$ cat config.mk
export PLATFORM = sky130hd
export DESIGN_NAME = rpn_stack_ctrl
export DESIGN_NICKNAME = d
export VERILOG_FILES = /design/src/rtl/rpn_pkg.sv /design/src/rtl/rpn_alu.sv /design/src/rtl/rpn_stack_ctrl.sv
export SDC_FILE = /design/constraint.sdc
export NUM_CORES = 1
export LEC_CHECK = 0
export ABC_AREA = 1
export CORE_ASPECT_RATIO = 1.5
export CORE_MARGIN = 2
export CORE_UTILIZATION = 57
export CTS_CLUSTER_SIZE = 14
export DETAILED_ROUTE_END_ITERATION = 7
export PLACE_DENSITY = 0.85
export SYNTH_ARGS = -nofsm -noshare
export SYNTH_HDL_FRONTEND = slang
export SYNTH_SLANG_ARGS = --single-unit
export TNS_END_PERCENT = 50
$ cat constraint.sdc
create_clock -name clk -period 4.4 [get_ports clk]
set_input_delay 0.44 -clock clk [delete_from_list [all_inputs] [get_ports clk]]
set_output_delay 0.44 -clock clk [all_outputs]
set_load 0.01 [all_outputs]
$ cat src/rtl/rpn_pkg.sv
// Shared definitions for the RPN token sequencer: widths, opcodes, FSM states, error codes.
// The opcode set is defined for a 3-bit opcode field.
package rpn_pkg;

   localparam int unsigned RPN_WIDTH = 8;
   localparam int unsigned RPN_OPW   = 3;
   localparam int unsigned RPN_ECW   = 2;

   typedef enum logic [RPN_OPW-1:0] {
      OP_ADD  = 3'd0,
      OP_SUB  = 3'd1,
      OP_MUL  = 3'd2,
      OP_NEG  = 3'd3,
      OP_DUP  = 3'd4,
      OP_DROP = 3'd5,
      OP_EMIT = 3'd6,
      OP_ILL  = 3'd7
   } op_e;

   typedef enum logic [2:0] {
      ST_IDLE  = 3'd0,
      ST_POP_B = 3'd1,
      ST_POP_A = 3'd2,
      ST_EXEC  = 3'd3,
      ST_PUSH  = 3'd4,
      ST_EMIT  = 3'd5,
      ST_ERR   = 3'd6
   } state_e;

   typedef enum logic [RPN_ECW-1:0] {
      ERR_NONE  = 2'd0,
      ERR_UNDER = 2'd1,
      ERR_OVER  = 2'd2,
      ERR_ILL   = 2'd3
   } err_e;

   // Operators that need a second operand (A) popped after B.
   function automatic logic is_binary(input op_e op);
      return (op == OP_ADD) || (op == OP_SUB) || (op == OP_MUL);
   endfunction

endpackage

$ cat src/rtl/rpn_alu.sv
// Combinational RPN arithmetic: r = op(a, b), all results wrap modulo 2^WIDTH.
// b is the first-popped (top) operand, a the second.
module rpn_alu
   import rpn_pkg::*;
#(
   parameter int unsigned WIDTH = RPN_WIDTH
) (
   input  op_e              i_op,
   input  logic [WIDTH-1:0] i_a,
   input  logic [WIDTH-1:0] i_b,
   output logic [WIDTH-1:0] o_r_c
);

   localparam int unsigned PW = 2 * WIDTH;

   logic [PW-1:0] w_prod;

   // Low WIDTH bits of the product are identical for signed and unsigned operands.
   assign w_prod = PW'(i_a) * PW'(i_b);

   always_comb begin
      o_r_c = i_b;
      case (i_op)
         OP_ADD:  o_r_c = i_a + i_b;
         OP_SUB:  o_r_c = i_a - i_b;
         OP_MUL:  o_r_c = w_prod[WIDTH-1:0];
         OP_NEG:  o_r_c = WIDTH'(0) - i_b;
         default: o_r_c = i_b;
      endcase
   end

endmodule

$ cat src/rtl/rpn_stack_ctrl.sv
// Reverse-Polish token sequencer driving a LIFO stack's push/pop port.
// Stack strobes are decided in-state from live stack flags; all other outputs are registered.
module rpn_stack_ctrl
   import rpn_pkg::*;
#(
   parameter int unsigned WIDTH = RPN_WIDTH,
   parameter int unsigned OPW   = RPN_OPW
) (
   input  logic             clk,
   input  logic             rst_n,
   input  logic             tok_valid,
   output logic             tok_ready,
   input  logic             tok_is_op,
   input  logic [WIDTH-1:0] tok_data,
   output logic             stk_push,
   output logic             stk_pop,
   output logic [WIDTH-1:0] stk_wdata,
   input  logic [WIDTH-1:0] stk_rdata,
   input  logic             stk_full,
   input  logic             stk_empty,
   output logic             res_valid,
   input  logic             res_ready,
   output logic [WIDTH-1:0] res_data,
   output logic             err,
   output logic [1:0]       err_code,
   input  logic             err_clr
);

   state_e           r_state,    w_state_nxt;
   op_e              r_op,       w_op_nxt;
   logic [WIDTH-1:0] r_a,        w_a_nxt;
   logic [WIDTH-1:0] r_b,        w_b_nxt;
   logic [WIDTH-1:0] r_wdata,    w_wdata_nxt;
   logic [WIDTH-1:0] r_res_data, w_res_data_nxt;
   logic             r_dup_pend, w_dup_nxt;
   err_e             r_err_code, w_code_nxt;
   logic             r_tok_ready;
   logic             r_res_valid;
   logic             r_err;
   logic             w_push_c;
   logic             w_pop_c;
   logic [WIDTH-1:0] w_alu_c;
   op_e              w_tok_op;

   assign w_tok_op = op_e'(RPN_OPW'(tok_data[OPW-1:0]));

   rpn_alu #(.WIDTH(WIDTH)) u_alu (
      .i_op  (r_op),
      .i_a   (r_a),
      .i_b   (r_b),
      .o_r_c (w_alu_c)
   );

   // State register and registered outputs.
   always_ff @(posedge clk or negedge rst_n) begin
      if (!rst_n) begin
         r_state     <= ST_IDLE;
         r_op        <= OP_ADD;
         r_a         <= '0;
         r_b         <= '0;
         r_wdata     <= '0;
         r_res_data  <= '0;
         r_dup_pend  <= 1'b0;
         r_err_code  <= ERR_NONE;
         r_tok_ready <= 1'b0;
         r_res_valid <= 1'b0;
         r_err       <= 1'b0;
      end else begin
         r_state     <= w_state_nxt;
         r_op        <= w_op_nxt;
         r_a         <= w_a_nxt;
         r_b         <= w_b_nxt;
         r_wdata     <= w_wdata_nxt;
         r_res_data  <= w_res_data_nxt;
         r_dup_pend  <= w_dup_nxt;
         r_err_code  <= w_code_nxt;
         r_tok_ready <= (w_state_nxt == ST_IDLE);
         r_res_valid <= (w_state_nxt == ST_EMIT);
         r_err       <= (w_state_nxt == ST_ERR);
      end
   end

   // Next-state, datapath updates and stack strobes.
   always_comb begin
      w_state_nxt    = r_state;
      w_op_nxt       = r_op;
      w_a_nxt        = r_a;
      w_b_nxt        = r_b;
      w_wdata_nxt    = r_wdata;
      w_res_data_nxt = r_res_data;
      w_dup_nxt      = r_dup_pend;
      w_code_nxt     = r_err_code;
      w_push_c       = 1'b0;
      w_pop_c        = 1'b0;

      case (r_state)
         ST_IDLE: begin
            if (tok_valid && r_tok_ready) begin
               if (!tok_is_op) begin
                  w_b_nxt     = tok_data;
                  w_wdata_nxt = tok_data;
                  w_dup_nxt   = 1'b0;
                  w_state_nxt = ST_PUSH;
               end else begin
                  w_op_nxt = w_tok_op;
                  if (w_tok_op == OP_ILL) begin
                     w_code_nxt  = ERR_ILL;
                     w_state_nxt = ST_ERR;
                  end else begin
                     w_state_nxt = ST_POP_B;
                  end
               end
            end
         end

         ST_POP_B: begin
            if (stk_empty) begin
               w_code_nxt  = ERR_UNDER;
               w_state_nxt = ST_ERR;
            end else begin
               w_pop_c = 1'b1;
               w_b_nxt = stk_rdata;
               if (is_binary(r_op)) begin
                  w_state_nxt = ST_POP_A;
               end else if ((r_op == OP_NEG) || (r_op == OP_DUP)) begin
                  w_state_nxt = ST_EXEC;
               end else if (r_op == OP_EMIT) begin
                  w_res_data_nxt = stk_rdata;
                  w_state_nxt    = ST_EMIT;
               end else begin
                  w_state_nxt = ST_IDLE;
               end
            end
         end

         ST_POP_A: begin
            if (stk_empty) begin
               w_code_nxt  = ERR_UNDER;
               w_state_nxt = ST_ERR;
            end else begin
               w_pop_c     = 1'b1;
               w_a_nxt     = stk_rdata;
               w_state_nxt = ST_EXEC;
            end
         end

         ST_EXEC: begin
            w_wdata_nxt = w_alu_c;
            w_dup_nxt   = (r_op == OP_DUP);
            w_state_nxt = ST_PUSH;
         end

         // A pending DUP copy re-enters PUSH for a second, separate visit.
         ST_PUSH: begin
            w_dup_nxt = 1'b0;
            if (stk_full) begin
               w_code_nxt  = ERR_OVER;
               w_state_nxt = ST_ERR;
            end else begin
               w_push_c    = 1'b1;
               w_state_nxt = r_dup_pend ? ST_PUSH : ST_IDLE;
            end
         end

         ST_EMIT: begin
            if (res_ready) begin
               w_state_nxt = ST_IDLE;
            end
         end

         ST_ERR: begin
            if (err_clr) begin
               w_code_nxt  = ERR_NONE;
               w_state_nxt = ST_IDLE;
            end
         end

         default: begin
            w_state_nxt = ST_IDLE;
         end
      endcase
   end

   assign tok_ready = r_tok_ready;
   assign stk_push  = w_push_c;
   assign stk_pop   = w_pop_c;
   assign stk_wdata = r_wdata;
   assign res_valid = r_res_valid;
   assign res_data  = r_res_data;
   assign err       = r_err;
   assign err_code  = r_err_code;

endmodule
# Word-level counts from Yosys, hierarchy flattened
# Cells that the tools add are included.
# totals
register_bits	44
word_cells	92
# op_classes
add_sub_neg	3
multipliers	1
eq_ne	22
muxes	33
bitwise_logic	3
n_reduce_logical	19
# op_table
cell	n
$mux 3	12
$pmux 8 s2	2
$pmux 8 s4	1
$eq 3x3->1 const B	8
$mux 8	3
$pmux 3 s7	1
$ne 2x2->1 const B	7
$eq 3x2->1 const B	4
$mux 2	6
$logic_not 3->1	3
$reduce_and 3->1	3
$add 8x8->8	1
$mul 8x8->8	1
$pmux 2 s4	1
$sub 1x8->8 const A	1
$sub 8x8->8	1
$reduce_and 7->1	1
$eq 3x1->1 const B	2
$mux 1	6
$reduce_and 5->1	1
$reduce_and 4->1	1
$reduce_bool 2->1	2
$reduce_bool 4->1	1
$logic_or 1x1->1	3
7 further kinds	9

# Logic depth before layout (Yosys ltp)
# Gate-level depths: netlist of run 1.
# depth
word_depth	7
depth_mapped	23
mapped_depth_nobuf	23

# Cells and area by module
# From an unflattened synthesis of run 1, not the netlist that was laid out.
# unflattened
cells_unflattened	596
area_unflattened_um2	4116.4
# by_module_without_submodules
mod	instances	cells_each	area_per_inst_um2
rpn_stack_ctrl	1	279	2250.9
rpn_alu	1	317	1865.5

# Worst setup path before layout of run 1
# Ideal clock, no wire load.
# synth_timing
path_type	register to register
start	register r_a[1]
end	register r_wdata[7] (netlist: stk_wdata[7])
setup_time_ns	0.122
arrival_ns	3.755
t_required_ns	4.278
setup_slack_ns	0.523
path_stages_with_launch	22
path_buffers	0
period_less_slack_ns	3.877
cell_sequence	dfrtp_1 > nand2_1 > fa_1 > fa_1 > inv_1 > fa_1 > inv_1 > fa_1 > inv_1 > ha_1 > nand2_1 > nand2_1 > nor2_1 > nand2_1 > nand2_1 > nand3_1 > nand2_1 > nand2_1 > nand3_1 > nand4_1 > nand2_1 > a21oi_1
# synth_via
elab_chain_cells	3
elab_cells_between_ends	5
classes_between	add/sub (2); mul (1); mux (2)
# synth_lines
item	line_no	rtl
start: declaration	rpn_stack_ctrl.sv:31	logic [WIDTH-1:0] r_a, w_a_nxt;
start signal: assignment	rpn_stack_ctrl.sv:71	r_a <= w_a_nxt;
$mul 8x8->8 (tied with other cells)	rpn_alu.sv:19	assign w_prod = PW'(i_a) * PW'(i_b);
$pmux 8 s4 *	rpn_alu.sv:23	case (i_op)
$pmux 8 s2 *	rpn_stack_ctrl.sv:96	case (r_state)
end signal: assignment	rpn_stack_ctrl.sv:73	r_wdata <= w_wdata_nxt;
end: declaration	rpn_stack_ctrl.sv:33	logic [WIDTH-1:0] r_wdata, w_wdata_nxt;
# Every way passes the cells marked *; elsewhere a longest branch is shown, timed or not.
# A chain may end at the register's enable or synchronous reset.

# Final worst setup path of run 1
# layout_timing
start	register r_b[3]
end	register r_wdata[7] (netlist: stk_wdata[7])
# layout_via
elab_chain_cells	3
elab_cells_between_ends	6
classes_between	add/sub (3); mul (1); mux (2)
# layout_lines
item	line_no	rtl
start: declaration	rpn_stack_ctrl.sv:32	logic [WIDTH-1:0] r_b, w_b_nxt;
start signal: assignment	rpn_stack_ctrl.sv:72	r_b <= w_b_nxt;
$mul 8x8->8 (tied with other cells)	rpn_alu.sv:19	
$pmux 8 s4 *	rpn_alu.sv:23	
$pmux 8 s2 *	rpn_stack_ctrl.sv:96	
# Marks and branches as above.

==> results of run 1 <==
[state kept, by name, summed over array words and instances (netlist names)]
register	flops
r_a	8
r_dup_pend	1
tok_ready	1
res_valid	1
err_code	2
stk_wdata	8
err	1
r_b	8
res_data	8
r_op	3
r_state	3
[synthesized netlist by cell type, types with 4 or more instances]
master     instances
a21oi_1           28
or2_2              4
o211ai_1           9
o21ai_0           36
inv_1            109
nor2_1            43
buf_2              5
nand3_1           32
o2111ai_1          4
fa_1              14
inv_2              6
a31oi_1            4
clkbuf_1           4
nand2_1          169
ha_1              30
dfrtp_1           44
[per-stage QoR]
stage / util, % / instance area (um2) / total power (W) / setup slack (ns)
2_1_floorplan: - / 3960 / 0.00295 / 0.523
5_1_grt: 67.4 / 4590 / 0.00466 / 0.0323
6_report: 67.4 / 4590 / 0.00418 / 0.305
3_3_place_gp: 65.6 / 4470 / 0.00374 / 0.385
4_1_cts: 67.4 / 4590 / 0.00418 / 0.278
3_5_place_dp: 65.6 / 4470 / 0.00383 / 0.316
[power breakdown]
part           internal (W)  total (W)  switching, W
clock              0.000186   0.000332      0.000147
combinational       0.00118    0.00302       0.00185
sequential         0.000583   0.000821      0.000238
total               0.00195    0.00418       0.00223
[repair_timing]
item | CTS | global route
endpoints found under the setup margin | 0 | 1
resized for setup | 0 | 2
hold endpoints to repair | 0 | 0
[area by class of cell]
| class | count | area [um2] |
|---|---|---|
| Timing Repair Buffer | 47 | 463 |
| Clock buffer | 6 | 82.6 |
| Tap cell | 78 | 97.6 |
| Clock inverter | 2 | 38.8 |
| Multi-Input combinational cell | 405 | 2370 |
| Sequential cell | 44 | 1100 |
| Inverter | 116 | 437 |
| Fill cell | 605 | 2220 |
[worst reg2reg max path, stage by stage, from the launching register on]
cell	delay, ns
dfrtp_1	0.45
ha_1	0.19
inv_2	0.06
fa_1	0.50
inv_1	0.05
ha_1	0.30
fa_1	0.54
inv_1	0.05
fa_1	0.55
inv_1	0.05
ha_1	0.34
nand2_1	0.10
nand2_1	0.05
nor2_1	0.09
nand2_1	0.05
nand2_1	0.08
inv_1	0.04
nand2_1	0.08
nand2_1	0.06
nand2_1	0.06
nand3_1	0.07
nand4_1	0.07
nand2_1	0.06
a21oi_1	0.12
[kinds of logic after synthesis]
| kind of cell | count (synthesis) | share of synthesized area, % |
|---|---|---|
| xor+xnor | 6 | 1.33 |
| buf+inv | 126 | 12.3 |
| compound gates | 91 | 13.4 |
| simple gates | 264 | 28.5 |
| fa+ha+maj | 44 | 16.6 |
| flops | 44 | 27.8 |
[layer usage]
metal	GRT usage, %	part of all wire, %	vias to the layer above	routed length [um]
met5	0	0	-	0
met4	20.4	6.5	0	707
met3	4.45	4.1	44	450
met2	54.3	52	135	5680
met1	32.1	37	1796	4010
li1	-	-	1895	-
[worst min-delay path by stage]
stage | slack, ns | to | start
2_1_floorplan | 0.14 | err$_DFF_PN0_ | rst_n
3_3_place_gp | 0.47 | res_data[7]$_DFFE_PN0P_ | res_data[7]$_DFFE_PN0P_
3_5_place_dp | 0.48 | res_data[4]$_DFFE_PN0P_ | res_data[4]$_DFFE_PN0P_
4_1_cts | 0.30 | err_code[0]$_DFFE_PN0P_ | rst_n
5_1_grt | 0.37 | err_code[0]$_DFFE_PN0P_ | rst_n
6_report | 0.27 | err_code[0]$_DFFE_PN0P_ | rst_n
==> impl_metrics.tcl, run 1 <==
set metrics [dict create \
    grt_pass1_vias 3846 \
    synth_seq_cells 44 \
    hold_buffers 0 \
    die-width_um 72.0 \
    slew_viol_final 0 \
    postRouteAntennaNets 0 \
    place.gp.congestion 0.952 \
    io_pins 47 \
    num_rows 37 \
    yosysTopAreaCellShare_pct 27.8 \
    cts.sinks 44 \
    dp_hpwl_um 8870 \
    via_count 3870 \
    required_ns 4.63 \
    wirelength_um 10800 \
    cp_cell_sequence "ha_1 -> inv_2 -> fa_1 -> inv_1 -> ha_1 -> fa_1 -> inv_1 -> fa_1 -> inv_1 -> ha_1 -> nand2_1 -> nand2_1 -> nor2_1 -> nand2_1 -> nand2_1 -> inv_1 -> nand2_1 -> nand2_1 -> nand2_1 -> nand3_1 -> nand4_1 -> nand2_1 -> a21oi_1" \
    synth_edf_count 0 \
    crit_path_top_delay_cell "fa_1" \
    synth.area.top_cells "dfrtp_1 (28%), nand2_1 (16%), inv_1 (10%)" \
    synth-async-reset-ratio_pct 100 \
    final_cells 698 \
    worst_slew_pin_slew_ns 0.960 \
    seq_area_frac_synth_pct 27.8 \
    reg2reg_to "stk_wdata[7]$_DFFE_PN0P_" \
    drv_cap 0 \
    r2r_slack_ns 0.30 \
    endpoint "stk_wdata[7]$_DFFE_PN0P_" \
    drive_gt1_share_pct 5.65 \
    ys_types 37 \
    leakage_nw 2.48 \
    end_kind "register" \
    post-route-period-util_pct 93.1 \
    syn_nets 643 \
    cp_max_fo 6 \
    r2r_start "r_b[3]$_DFFE_PN0P_" \
    setup_viol 0 \
    p_per_area_mw_per_mm2 911 \
    start_kind "register" \
    diodes 0 \
    cts_setup_buffers 0 \
    cts_max_path_buffers 2 \
    finalNetCount 687 \
    grt_max_degree 45 \
    path_delay_family "adder cells" \
    syn2layout_area_growth_pct 16.0 \
    status "complete, no violations" \
    cts_tree "done" \
    yosysTopAreaCell "dfrtp_1" \
    final_cell_mix "nand2_1 (169), inv_1 (108), clkdlybuf4s50_1 (45), nor2_1 (43), dfrtp_1 (43)" \
    routedWlPerCell_um 15.5 \
    htree_levels 2 \
    crit_arrival_ns 4.33 \
    grt-ovfl-total 0 \
    post_drt_via_cell_ratio 5.54 \
    holdWs_ns 0.269 \
    antenna_found_initial 0 \
    hold_viol_final 0 \
    portBuffers 46 \
    clock_latency_ns 0.31 \
    rr_worst_depth 23 \
    final_common_cell "nand2_1" \
    fin_tns_setup_ns 0 \
    drtIter0Drc 240 \
    yosys_warnings 0 \
    path_common_cell "nand2_1" \
    crit_cells 23 \
    rsz0062_at_grt "no" \
    synth_area_per_cell_um2 6.88 \
    synthFlopType "dfrtp_1" \
    dieArea_mm2 0.00764 \
    crit_type "register to register" \
    grt_pass1_wl_um 17800 \
    max_freq_mhz 244 \
    crit_path_start "r_b[3]$_DFFE_PN0P_" \
    fp.coreArea_mm2 0.00681 \
    place_inst 690 \
    max_stage_delay_ns 0.55 \
    cts_buffers 5 \
    worst_clock_skew_ns 0.00871 \
    min_path_type "primary input to async pin" \
    ir_drop_mv 0.490 \
    die_h_um 106 \
    syn_inst 575 \
    drt_pass1_iterations 5 \
    cts.clk_slew.worst_paths_ns 0.09 \
    syn_area_mm2 0.00396 \
    critPathBufInv 5 \
    drc 0 \
    root_buffer "clkbuf_8" \
    track_usage_pct 30.4 \
    slew_headroom_pct 36.0 \
    post-route-min-period_ns 4.10 \
    start_util_pct 58.1 \
]
(Power assumes the default switching activity.)
==> inputs of run 2 (changes only) <==
--- a/config.mk
+++ b/config.mk
@@ -12,6 +12,7 @@
 export CTS_CLUSTER_SIZE = 14
 export DETAILED_ROUTE_END_ITERATION = 7
 export PLACE_DENSITY = 0.85
+export SETUP_SLACK_MARGIN = 0.2
 export SYNTH_ARGS = -nofsm -noshare
 export SYNTH_HDL_FRONTEND = slang
 export SYNTH_SLANG_ARGS = --single-unit
==> impl_metrics.tcl, run 2 (same netlist as run 1, synthesis figures left out) <==
set metrics [dict create \
    drive_gt1_share_pct 6.75 \
    die-width_um 72.0 \
    post-route-period-util_pct 90.5 \
    final_common_cell "nand2_1" \
    max_freq_mhz 251 \
    start_util_pct 58.1 \
    crit_type "register to register" \
    min_path_type "primary input to async pin" \
    max_stage_delay_ns 0.55 \
    ir_drop_mv 0.568 \
    routedWlPerCell_um 15.5 \
    dp_hpwl_um 8870 \
    path_common_cell "nand2_1" \
    worst_clock_skew_ns 0.00834 \
    drtIter0Drc 216 \
    cts.clk_slew.worst_paths_ns 0.09 \
    post_drt_via_cell_ratio 5.54 \
    antenna_found_initial 0 \
    crit_path_top_delay_cell "fa_1" \
    worst_slew_pin_slew_ns 0.959 \
    htree_levels 2 \
    cts_max_path_buffers 2 \
    start_kind "register" \
    die_h_um 106 \
    required_ns 4.63 \
    track_usage_pct 30.4 \
    grt-ovfl-total 0 \
    cp_cell_sequence "ha_1 -> inv_2 -> fa_1 -> inv_1 -> ha_1 -> fa_1 -> inv_1 -> fa_1 -> inv_1 -> ha_4 -> nand2_1 -> nand2_1 -> nor2_1 -> nand2_1 -> nand2_1 -> inv_1 -> nand2_1 -> nand2_1 -> nand2_1 -> nand3_1 -> nand4_1 -> nand2_1 -> a21oi_1" \
    cts_tree "done" \
    dieArea_mm2 0.00764 \
    diodes 0 \
    drt_pass1_iterations 5 \
    cts.sinks 44 \
    status "complete, no violations" \
    finalNetCount 689 \
    io_pins 47 \
    top_usage_layer "met2" \
    place_ws_ns 0.316 \
    clock_latency_ns 0.31 \
    fp.coreArea_mm2 0.00681 \
    leakage_nw 2.49 \
    setup_viol 0 \
    post-route-min-period_ns 3.98 \
    grt_pass1_vias 3846 \
    crit_arrival_ns 4.22 \
    syn2layout_area_growth_pct 16.8 \
    via_count 3875 \
    slew_headroom_pct 36.0 \
    drv_cap 0 \
    grt_use_met2_pct 54.3 \
    num_rows 37 \
    rsz0062_at_grt "yes" \
    slew_viol_final 0 \
    fin_ws_ns 0.418 \
    cp_max_fo 5 \
    hold_viol_final 0 \
    rr_worst_depth 23 \
    drc 0 \
    final_cell_mix "nand2_1 (169), inv_1 (108), clkdlybuf4s50_1 (45), nor2_1 (43), dfrtp_1 (39)" \
    wirelength_um 10900 \
    end_kind "register" \
    fin_tns_setup_ns 0 \
    portBuffers 46 \
    postRouteAntennaNets 0 \
    cts_buffers 5 \
    place.gp.congestion 0.952 \
    critPathBufInv 5 \
    globalRouteMet3Util_pct 4.45 \
    crit_cells 23 \
    grt_max_degree 45 \
    path_delay_family "adder cells" \
    grt_pass1_wl_um 17800 \
    grtUsageMet1_pct 32.1 \
    p_per_area_mw_per_mm2 924 \
    root_buffer "clkbuf_8" \
]
[run 2: worst paths after layout]
check / from / to / slack [ns]
min in group clk: res_data[4]$_DFFE_PN0P_ / res_data[4]$_DFFE_PN0P_ / 0.49
worst max-delay path: r_b[3]$_DFFE_PN0P_ / stk_wdata[7]$_DFFE_PN0P_ / 0.42
max in group asynchronous: rst_n / r_b[4]$_DFFE_PN0P_ / 3.47
worst min-delay path: rst_n / err_code[0]$_DFFE_PN0P_ / 0.27
worst max register to register: r_b[3]$_DFFE_PN0P_ / stk_wdata[7]$_DFFE_PN0P_ / 0.42
worst min register to register: res_data[4]$_DFFE_PN0P_ / res_data[4]$_DFFE_PN0P_ / 0.49
[run 2: layout make-up]
cell class / instances / area, um2
clock inverter: 2 / 38.8
multi-input combinational: 405 / 2380
clock buffer: 6 / 82.6
tap: 78 / 97.6
fill: 600 / 2180
inverter: 116 / 437
timing repair buffer: 49 / 478
sequential: 44 / 1110
[run 2: layer usage]
layer | up-vias | wire length, um
met5 | - | 0
met4 | 0 | 727
met3 | 48 | 546
met2 | 138 | 5680
met1 | 1787 | 3900
li1 | 1902 | -
[run 2: timing repair]
item | CTS | global route
endpoints found under the setup margin | 0 | 2
hold buffers | 0 | 0
resized for setup | 0 | 7
setup buffers | 0 | 2
[run 2: power by group]
part | switching [W] | internal [W] | total (W)
sequential | 0.000235 | 0.000587 | 0.000822
clock | 0.000148 | 0.000186 | 0.000334
combinational | 0.00188 | 0.00124 | 0.00311
total | 0.00226 | 0.00201 | 0.00427
[run 2: stage by stage]
step           utilization (%)  power [W]  std cells  area, um2  hold slack, ns
3_3_place_gp              65.6    0.00374        690       4470           0.469
6_report                  67.9    0.00427        700       4620           0.269
2_1_floorplan                -    0.00295        575       3960           0.144
3_5_place_dp              65.6    0.00383        690       4470           0.477
5_1_grt                   67.9    0.00476        700       4620           0.368
4_1_cts                   67.4    0.00418        698       4590           0.303
==> inputs of run 3 (changes only) <==
==> constraint.sdc (replaced) <==
create_clock -name clk -period 4.3 [get_ports clk]
set_input_delay 0.43 -clock clk [delete_from_list [all_inputs] [get_ports clk]]
set_output_delay 0.43 -clock clk [all_outputs]
set_load 0.01 [all_outputs]
==> impl_metrics.tcl, run 3 (same netlist as run 1, synthesis figures left out) <==
set metrics [dict create \
    status "complete, no violations" \
    rr_worst_depth 22 \
    crit_arrival_ns 4.13 \
    hold_viol_final 0 \
    grt_pass1_wl_um 18100 \
    drc 0 \
    htree_levels 2 \
    drt_pass1_iterations 5 \
    portBuffers 46 \
    setup_viol 0 \
    grt-ovfl-total 0 \
    place.gp.congestion 0.945 \
    cp_max_fo 6 \
    finalNetCount 699 \
    start_kind "register" \
    wirelength_um 11100 \
    max_freq_mhz 254 \
    slew_headroom_pct 36.3 \
    hold_buffers 0 \
    root_buffer "clkbuf_8" \
    grt_max_degree 45 \
    via_count 3962 \
    worst_slew_pin_slew_ns 0.956 \
    slew_viol_final 0 \
    grt_pass1_vias 3908 \
    syn2layout_area_growth_pct 20.1 \
    reg2reg_to "stk_wdata[7]$_DFFE_PN0P_" \
    final_cell_mix "nand2_1 (163), inv_1 (102), clkdlybuf4s50_1 (45), nor2_1 (41), dfrtp_1 (40)" \
    fp.coreArea_mm2 0.00681 \
    r2r_start "r_b[2]$_DFFE_PN0P_" \
    dp_hpwl_um 8720 \
    r2r_slack_ns 0.37 \
    post-route-period-util_pct 91.5 \
    required_ns 4.50 \
    drtIter0Drc 280 \
    fin_tns_setup_ns 0 \
    post-route-min-period_ns 3.93 \
    cts.sinks 44 \
    antenna_found_initial 0 \
    clock_latency_ns 0.31 \
    min_path_type "primary input to async pin" \
    crit_type "register to register" \
    cts_buffers 5 \
    dieArea_mm2 0.00764 \
    track_usage_pct 30.4 \
    start_util_pct 58.1 \
    rsz0062_at_grt "yes" \
    die_h_um 106 \
    drv_cap 0 \
    cts.clk_slew.worst_paths_ns 0.09 \
    post_drt_via_cell_ratio 5.58 \
    routedWlPerCell_um 15.6 \
    cts_max_path_buffers 2 \
    end_kind "register" \
    diodes 0 \
    io_pins 47 \
    cts_tree "done" \
    num_rows 37 \
    drive_gt1_share_pct 11.4 \
    postRouteAntennaNets 0 \
    final_common_cell "nand2_1" \
    die-width_um 72.0 \
    worst_clock_skew_ns 0.00730 \
]
## run 3: routing by layer
metal / share of wire, % / global-route usage (%) / up-vias
met5: 0 / 0 / -
met2: 53 / 55.0 / 164
li1: - / - / 1919
met3: 4.9 / 3.51 / 56
met1: 36 / 33.2 / 1823
met4: 6.6 / 18.2 / 0
## run 3: what timing repair did
| action | in CTS | in global routing |
|---|---|---|
| endpoints found under the setup margin | 1 | 2 |
| cloned | 0 | 0 |
| buffers inserted | 5 | 5 |
| gates resized for setup | 4 | 24 |
| pin swaps | 0 | 17 |
## run 3: worst max path at each step
stage	start	to	slack, ns
after global placement	r_a[2]$_DFFE_PN0P_	stk_wdata[7]$_DFFE_PN0P_	0.29
after global routing	r_a[2]$_DFFE_PN0P_	stk_wdata[7]$_DFFE_PN0P_	0.13
after floorplan	r_a[1]$_DFFE_PN0P_	stk_wdata[7]$_DFFE_PN0P_	0.42
after CTS	r_a[3]$_DFFE_PN0P_	stk_wdata[7]$_DFFE_PN0P_	0.22
final	r_b[2]$_DFFE_PN0P_	stk_wdata[7]$_DFFE_PN0P_	0.37
after detailed placement	r_a[3]$_DFFE_PN0P_	stk_wdata[7]$_DFFE_PN0P_	0.11
## run 3: final cells by class
| class | count | area (um2) |
|---|---|---|
| sequential | 44 | 1110 |
| tap | 78 | 97.6 |
| inverter | 116 | 437 |
| timing repair buffer | 59 | 557 |
| clock inverter | 3 | 46.3 |
| clock buffer | 5 | 68.8 |
| multi-input combinational | 405 | 2440 |
| fill | 578 | 2050 |
## run 3: through the flow
stage	instance area (um2)	hold slack (ns)	setup WS [ns]	instances	utilization, %
finish	4750	0.264	0.366	710	69.8
global route	4750	0.349	0.126	710	69.8
CTS	4640	0.303	0.215	705	68.1
detailed placement	4480	0.480	0.105	692	65.8
global placement	4480	0.468	0.287	692	65.8
floorplan	3960	0.134	0.423	575	-
## run 3: worst max-delay path, stage by stage, from the launching register on
cell and delay [ns]:
dfrtp_2 0.44, nand2_2 0.08, fa_2 0.40, fa_1 0.53, inv_2 0.04, fa_1 0.53, inv_1 0.05, fa_1 0.51
inv_2 0.05, ha_4 0.28, nand2_2 0.05, nor2_2 0.12, nor2_2 0.05, nand2_1 0.06, nand2_2 0.07, inv_2 0.05
nand2_2 0.05, nand2_1 0.06, nand2_1 0.04, nand3_1 0.07, nand4_1 0.11, nand2_1 0.12, a21oi_2 0.06
Power of run 3 is not shown: default switching activity piles up to over one toggle a cycle in this logic, so the estimate is an artifact.
